### src/rtl/exception_unit_pkg.sv
// Cause codes and FSM states shared by the exception unit and the fetch-side
// vector decoder.
package exception_unit_pkg;

   typedef enum logic [1:0] {
      CAUSE_NONE = 2'b00,
      CAUSE_INT  = 2'b01,
      CAUSE_OVF  = 2'b10,
      CAUSE_MEM  = 2'b11
   } cause_t;

   typedef enum logic [1:0] {
      IDLE    = 2'b00,
      REQUEST = 2'b01,
      VECTOR  = 2'b10,
      HANDLER = 2'b11
   } state_t;

   // Request lines toward fetch, packed as {expt2, expt1, int}.
   function automatic logic [2:0] req_decode(input cause_t c);
      logic [2:0] r;
      r = '0;
      case (c)
         CAUSE_INT: r = 3'b001;
         CAUSE_OVF: r = 3'b010;
         CAUSE_MEM: r = 3'b100;
         default:   r = '0;
      endcase
      return r;
   endfunction

endpackage

### src/rtl/exception_unit_irq_latch.sv
// Rising-edge capture of the external interrupt line; the pending flag holds
// until the exception unit takes the interrupt.
module irq_latch (
   input  logic clk,
   input  logic rst,
   input  logic irq,
   input  logic take,
   output logic pending
);

   logic irq_q;
   logic pend;

   // An edge in the current cycle is visible at once so IDLE can accept it.
   assign pending = pend | (irq & ~irq_q);

   always_ff @(posedge clk) begin
      if (rst) begin
         irq_q <= 1'b0;
         pend  <= 1'b0;
      end else begin
         irq_q <= irq;
         pend  <= take ? 1'b0 : pending;
      end
   end

endmodule

### src/rtl/exception_unit.sv
// Exception/interrupt initiator: prioritises events, requests a vector from
// fetch, tracks the handler until rti, and supplies the return target.
module exception_unit
   import exception_unit_pkg::*;
#(
   parameter int ADDRWIDTH = 32,
   parameter int MAX_WAIT  = 15
) (
   input  logic                 clk,
   input  logic                 rst,
   input  logic                 irq,
   input  logic                 ovf_expt,
   input  logic                 mem_expt,
   input  logic [ADDRWIDTH-1:0] expt_pc,
   input  logic [ADDRWIDTH-1:0] int_pc,
   input  logic                 extend,
   input  logic                 rti,
   output logic                 int_req,   // interrupt request line ("int" is a reserved word)
   output logic                 expt1,
   output logic                 expt2,
   output logic                 flush,
   output logic                 ret_jump,
   output logic [ADDRWIDTH-1:0] ret_target,
   output logic [ADDRWIDTH-1:0] epc,
   output logic [1:0]           cause,
   output logic                 hs_fault
);

   localparam int CW = (MAX_WAIT < 2) ? 1 : $clog2(MAX_WAIT + 1);

   state_t                 state_q, state_d;
   cause_t                 cause_q, cause_d;
   logic [ADDRWIDTH-1:0]   epc_q, epc_d;
   logic [CW-1:0]          cnt_q, cnt_d;
   logic                   flush_q, flush_d;
   logic                   ret_q, ret_d;
   logic                   fault_q, fault_d;
   logic                   pending;
   logic                   take;
   logic [2:0]             req_lines;

   irq_latch u_irq (
      .clk     (clk),
      .rst     (rst),
      .irq     (irq),
      .take    (take),
      .pending (pending)
   );

   always_ff @(posedge clk) begin
      if (rst) begin
         state_q <= IDLE;
         cause_q <= CAUSE_NONE;
         epc_q   <= '0;
         cnt_q   <= '0;
         flush_q <= 1'b0;
         ret_q   <= 1'b0;
         fault_q <= 1'b0;
      end else begin
         state_q <= state_d;
         cause_q <= cause_d;
         epc_q   <= epc_d;
         cnt_q   <= cnt_d;
         flush_q <= flush_d;
         ret_q   <= ret_d;
         fault_q <= fault_d;
      end
   end

   always_comb begin
      state_d = state_q;
      cause_d = cause_q;
      epc_d   = epc_q;
      cnt_d   = cnt_q;
      flush_d = 1'b0;
      ret_d   = 1'b0;
      fault_d = fault_q;
      take    = 1'b0;

      case (state_q)
         IDLE: begin
            // A simultaneous overflow is younger and gets flushed, so no fault.
            if (mem_expt) begin
               cause_d = CAUSE_MEM;
               epc_d   = expt_pc;
               flush_d = 1'b1;
               cnt_d   = '0;
               state_d = REQUEST;
            end else if (ovf_expt) begin
               cause_d = CAUSE_OVF;
               epc_d   = expt_pc;
               flush_d = 1'b1;
               cnt_d   = '0;
               state_d = REQUEST;
            end else if (pending) begin
               cause_d = CAUSE_INT;
               epc_d   = int_pc;
               flush_d = 1'b1;
               cnt_d   = '0;
               take    = 1'b1;
               state_d = REQUEST;
            end
         end
         REQUEST: begin
            if (extend) begin
               state_d = VECTOR;
            end else if (cnt_q == CW'(MAX_WAIT)) begin
               fault_d = 1'b1;
               cause_d = CAUSE_NONE;
               state_d = IDLE;
            end else begin
               cnt_d = cnt_q + CW'(1);
            end
         end
         VECTOR: begin
            if (!extend) state_d = HANDLER;
         end
         HANDLER: begin
            if (rti) begin
               ret_d   = 1'b1;
               cause_d = CAUSE_NONE;
               state_d = IDLE;
            end
         end
         default: state_d = IDLE;
      endcase

      if (state_q != IDLE && (mem_expt || ovf_expt)) fault_d = 1'b1;
   end

   // Requests are gated by rst so they fall in the same cycle reset is raised.
   assign req_lines  = (state_q == REQUEST && !rst) ? req_decode(cause_q) : 3'b000;
   assign int_req    = req_lines[0];
   assign expt1      = req_lines[1];
   assign expt2      = req_lines[2];
   assign flush      = flush_q;
   assign ret_jump   = ret_q;
   assign ret_target = epc_q;
   assign epc        = epc_q;
   assign cause      = cause_q;
   assign hs_fault   = fault_q;

endmodule

### config.mk
export PLATFORM = sky130hd
export DESIGN_NAME = exception_unit
export DESIGN_NICKNAME = d
export VERILOG_FILES = /design/src/rtl/exception_unit_pkg.sv /design/src/rtl/exception_unit_irq_latch.sv /design/src/rtl/exception_unit.sv
export SDC_FILE = /design/constraint.sdc
export NUM_CORES = 1
export LEC_CHECK = 0
export CAP_MARGIN = 20
export CORE_MARGIN = 8
export CORE_UTILIZATION = 50
export DETAILED_ROUTE_END_ITERATION = 16
export DONT_BUFFER_PORTS = 1
export PLACE_DENSITY = 0.72
export REMOVE_ABC_BUFFERS = 1
export SYNTH_ARGS = -nofsm -noshare
export SYNTH_HDL_FRONTEND = slang
export SYNTH_HIERARCHICAL = 1
export SYNTH_SLANG_ARGS = --single-unit
export TNS_END_PERCENT = 1
### constraint.sdc
create_clock -name clk -period 1.65 [get_ports clk]
set_input_delay 0.0825 -clock clk [delete_from_list [all_inputs] [get_ports clk]]
set_output_delay 0.0825 -clock clk [all_outputs]
set_load 0.02 [all_outputs]
==> results of run 1 <==
-- per-layer routing --
metal / routed length [µm] / track usage
met3: 726 / 0.0931
met5: 0 / 0
met2: 3780 / 0.352
met1: 2570 / 0.213
met4: 78 / 0.0684
-- kinds of logic after synthesis --
kind of cell,after synthesis
AND/OR/NAND/NOR,35
multiplexers,34
AO/OA/AOI/OAI,49
adder cells (fa/ha/maj),1
buffers and inverters,50
flip-flops,45
-- state kept, by name, summed over array words and instances, names as in the netlist, named ones only --
| register | flops |
|---|---|
| u_irq/pend | 1 |
| cause | 2 |
| u_irq/irq_q | 1 |
| cnt_q | 4 |
| hs_fault | 1 |
| epc | 32 |
| ret_jump | 1 |
| state_q | 1 |
| flush | 1 |
-- metrics by stage --
stage / TNS (ps) / hold WS, ps
6_report: -1890 / 15.0
5_1_grt: -3380 / 3.95
4_1_cts: -2240 / 0.135
3_5_place_dp: -1750 / 162
3_3_place_gp: -551 / 156
2_1_floorplan: -11280 / 152
-- cells in the final DEF (no fill, tap or decap), drive strengths merged, types with 2 or more instances in the layout --
master and n:
nor3b 2, inv 5, nand2 3, nor3 3
o32ai 2, nor2 4, buf 23, clkbuf 7
nand2b 2, nand3 2, a21oi 5, mux2i 33
or2 4, o2bb2ai 32, dlygate4sd3 41, a22oi 2
a221oi 2, nor2b 5, dfxtp 45, nor4 2
nand3b 2
-- where the power goes --
group          total, mW  switching (mW)  internal, mW
clock              0.672           0.339         0.332
sequential          1.57           0.364          1.20
combinational      0.647           0.302         0.345
total               2.89            1.01          1.88
-- critical path, cell delays in order, from the launching register on --
cell and delay [ps]:
dfxtp_2 350, nor2b_4 40, or2_1 220, or3_4 350, buf_6 140, a21oi_4 160, buf_6 150, buf_12 140
o2bb2ai_2 110
-- repair_timing --
item | in CTS | in global routing
hold buffers | 39 | 2
hold endpoints to repair | 29 | 1
pin swaps | 3 | 2
setup buffers | 6 | 0
gates cloned | 3 | 0
gates resized for setup | 15 | 18
endpoints found under the setup margin | 35 | 39
-- worst paths after layout --
check	endpoint	cells past startpoint	slack (ps)	from
worst max-delay path	epc[22]	8	-90	u_irq/irq_q
worst min-delay path	epc[27]	2	10	int_pc[27]
worst max register to register	epc[22]	8	-90	u_irq/irq_q
worst min register to register	epc[7]	1	480	epc[7]
-- area by class of cell --
type / instances / area share
Multi-Input combinational cell: 119 / 0.387
Sequential cell: 45 / 0.317
Timing Repair Buffer: 64 / 0.236
Clock buffer: 7 / 0.0304
Tap cell: 52 / 0.0229
Inverter: 5 / 0.00660
==> flow_summary.ini, run 1 <==
[run_status]
outcome = complete, but fails checks
violations = setup timing

[floorplanning]
io_pins = 143
start_util = 0.511
die_y_um = 82.2
rows = 24
core_mm2 = 0.00429
die_width_um = 82.2
die-area_mm2 = 0.00676

[timing]
finalCriticalPeriod_ps = 1740
maxSlewHeadroom = 0.342
max_freq_mhz = 575
final-setup-viol-count = 35
fin_ws_ps = -88.4
hold_violations = 0
skew_ps = 5.85
slew_viol_final = 0
worst-slew-pin-transition_ps = 987
fin_crit_sh = 1.05
rsz0062_at_grt = true

[grt]
antenna_found_initial = 0
grt_start_max_net_pins = 32
grt_pass1_vias = 1888
overflow = 0
track_usage = 0.203
grt_pass1_wl_um = 10300

[synth]
ys_top_cells_by_area = dfxtp_1, mux2i_1, o2bb2ai_1
yosysTopAreaCell = dfxtp_1
synth_compound_area_frac = 0.184
synth-adder-area-share = 0.00570
synth-simple-area-share = 0.0981
synth_commonest_cells = dfxtp_1, mux2i_1, buf_4, o2bb2ai_1, buf_2
synth-seq-area-share = 0.411
synth_top_area_share = 0.411
synth_flop_cell = dfxtp_1
ys_warn_count = 6
synth-xor-area-share = 0
synth-async-reset-ratio = 0
syn_area_per_cell_um2 = 10.2
synth_top_family_by_area = compound AO/OA/AOI/OAI gates
synth.distinct_cells = 38
synth_most_common_cell = dfxtp_1
synthMuxAreaShare = 0.156
synth_edf_count = 0
syn_inst = 214
syn-cell-area_mm2 = 0.00219
synth.ff_latch_count = 45

[setup_path]
critPathLaunchType = register
cp_max_fo = 8
cp.arrival_ps = 1950
path_class = register to register
worst_setup_path_end_kind = register
worstPathRequired_ps = 1860

[pwr]
powerDensity_mw_per_mm2 = 1020
power_mw = 2.89
ir_drop_mv = 0.718
p_leak_nw = 1.21

[placement]
gp_congestion = 0.810
place_inst = 236
dp_slack_ps = -68.9
portBuffers = 0
placed_cell_area_mm2 = 0.00210
hpwlAfterDp_um = 4320

[routing]
ant_nets = 0
drt_wl_total_um = 7150
via_count = 1795
drc_errors = 0
first_pass_iters = 4
drtIter0Drc = 111
via_per_inst = 6.15
routedWlPerCell_um = 24.5

[clock_network]
clk_path_buf_depth = 2
clock-sinks = 45
htreeDepth = 2
cts_inserted_buffers = 5
cts_tree = yes
cts_root_buffer = clkbuf_8
clk_pin_slew_worst_paths_ps = 80
clock_latency_ps = 290

[layout]
stdcell_count = 292
syn_to_final_growth_pct = 29.7
drive_above_1_share = 0.238
stdcell_area_mm2 = 0.00284
antenna_cells = 0
register_area_um2 = 902
fillers = 306
multiInputGateArea_mm2 = 0.00110
fin_util = 0.662
nets = 312

[min_path]
hold_class = primary input to register

[job]
cap_viol_max_count = 0
Power figures use the tool's default switching activity.
==> inputs of run 2 (changes only) <==
- PLACE_DENSITY: 0.72 -> 0.69
- TNS_END_PERCENT: 1 -> not set
- clock period: 1.65 -> 2.1 ns (I/O delays scaled with it)
==> run 2 against run 1 <==
  * The run now ends clean
  * Non-clock buffer count is 47 lower
  * Flip-flop and latch count stayed put
  * Fmax is 4.2% lower
  * Sequential power is 21% lower
  * Setup slack better by 370 ps
  * Global-route usage is 4.1 points lower
  * Critical path depth is 3 lower
  * Worst hold slack better by 1.2 ps
  * Largest cell class unchanged
==> flow_summary.ini, run 2 (synthesis gave the netlist of run 1 again) <==
[pwr]
p_leak_nw = 0.934
ir_drop_mv = 0.514
clkPwrFrac = 0.304
pwr-share-comb = 0.124
powerDensity_mw_per_mm2 = 975
p_int_mw = 1.46
pwr-share-seq = 0.572
swShare = 0.326
power_switching_mw = 0.709
power_mw = 2.17

[setup_path]
worst_setup_path_end_kind = register
crit_slowest_cell = or3_1
cp_max_fo = 5
cp.arrival_ps = 2000
path_cells = nor2b_4 > or2_1 > or3_1 > a22oi_1 > mux2_2
path_class = register to register
cp_slowest_stage_delay_ps = 400
critPathLaunchType = register
worstPathRequired_ps = 2280
rr_worst_depth = 5

[layout]
register_area_um2 = 901
antenna_cells = 0
fillers = 389
layout.cells.most_common = dfxtp_1
syn_to_final_growth_pct = 1.54
stdcell_area_mm2 = 0.00223
largest_register_ffs = 32
drive_above_1_share = 0.108
multiInputGateArea_um2 = 973
fin_util = 0.519
layout_common_cells = dfxtp_1, mux2i_1, o2bb2ai_1, dlygate4sd3_1, buf_4
nets = 265

[timing]
max_freq_mhz = 551
maxSlewHeadroom = 0.376
final-setup-viol-count = 0
worst-slew-pin-transition_ps = 937
finalCriticalPeriod_ps = 1820
fin_crit_sh = 0.864
skew_ps = 13.7
fin_tns_setup_ps = 0
hold_violations = 0
slew_viol_final = 0
rsz0062_at_grt = false

[clock_network]
clk_pin_slew_worst_paths_ps = 90
clock-sinks = 45
cts_tree = yes
cts_setup_buffers = 0
cts_resized = 0
cts_inserted_buffers = 5
htreeDepth = 2
clock_latency_ps = 290
cts_root_buffer = clkbuf_8
clk_path_buf_depth = 2

[run_status]
outcome = finished clean

[floorplanning]
io_pins = 143
die_y_um = 82.2
die-area_mm2 = 0.00676
core_mm2 = 0.00429
die_width_um = 82.2
rows = 24
start_util = 0.511

[job]
cap_viol_max_count = 0

[min_path]
hold_class = primary input to register
hold_depth = 2

[routing]
routedWlPerCell_um = 22.7
ant_nets = 0
drc_errors = 0
first_pass_iters = 4
via_count = 1538
via_per_inst = 6.25
drt_wl_total_um = 5580
drtIter0Drc = 44

[placement]
gp_congestion = 0.791
placed_cell_area_mm2 = 0.00201
portBuffers = 0
hpwlAfterDp_um = 4280

[grt]
grt_pass1_wl_um = 8420
grt_pass1_vias = 1645
overflow = 0
track_usage = 0.163
antenna_found_initial = 0
grt_start_max_net_pins = 32
## run 2: cell types whose count changed in the layout (fill, tap and decap cells not counted), moves of 2 or more
| cell | change |
|---|---|
| buf_6 | -6 |
| dlygate4sd3_1 | -31 |
| buf_16 | -2 |
| buf_4 | -6 |
| buf_12 | -2 |
| o2bb2ai_1 | +16 |
| o2bb2ai_2 | -16 |
## run 2: what timing repair did
action	CTS	global route
hold buffers	7	3
setup endpoints to repair	0	0
hold endpoints to repair	12	2
## run 2: through the flow
stage / hold slack [ps] / setup slack, ps / std cells
after floorplan: 174 / 115 / 169
after global placement: 178 / 353 / 228
after detailed placement: 180 / 311 / 228
after CTS: 1.97 / 288 / 243
after global routing: 2.51 / 215 / 246
final: 16.1 / 285 / 246
## run 2: final cells by class
class,count,area share
clock buffer,7,0.0388
clock inverter,1,0.0135
inverter,5,0.00843
multi-input combinational,119,0.437
sequential,45,0.404
tap,52,0.0292
timing repair buffer,17,0.0685
## run 2: critical path, delay by kind of cell, from the launching register on
family / cells / cell delay (ps)
AND/OR/NAND/NOR: 3 / 670
multiplexers: 1 / 370
flip-flops: 1 / 360
AO/OA/AOI/OAI: 1 / 320
## run 2: worst paths after layout
| path | endpoint | startpoint | slack [ps] |
|---|---|---|---|
| hold reg to reg | u_irq/pend | u_irq/pend | 480 |
| setup / recovery | cnt_q[0] | u_irq/irq_q | 280 |
| hold / removal | epc[31] | int_pc[31] | 20 |
| setup reg to reg | cnt_q[0] | u_irq/irq_q | 280 |
## run 2: routing by layer
layer	GRT usage	part of all wire	routed length, µm
met3	0.0877	0.10	568
met1	0.153	0.35	1950
met5	0	0	0
met2	0.297	0.54	3020
met4	0.0474	0.0059	33
## run 2: power groups by stage
stage          clock (mW)  sequential, mW  combinational, mW
6_report            0.660            1.24              0.270
5_1_grt             0.725            1.26              0.297
4_1_cts             0.680            1.25              0.263
3_5_place_dp            0            1.27              0.249
3_3_place_gp            0            1.26              0.233
2_1_floorplan           0            1.23              0.193
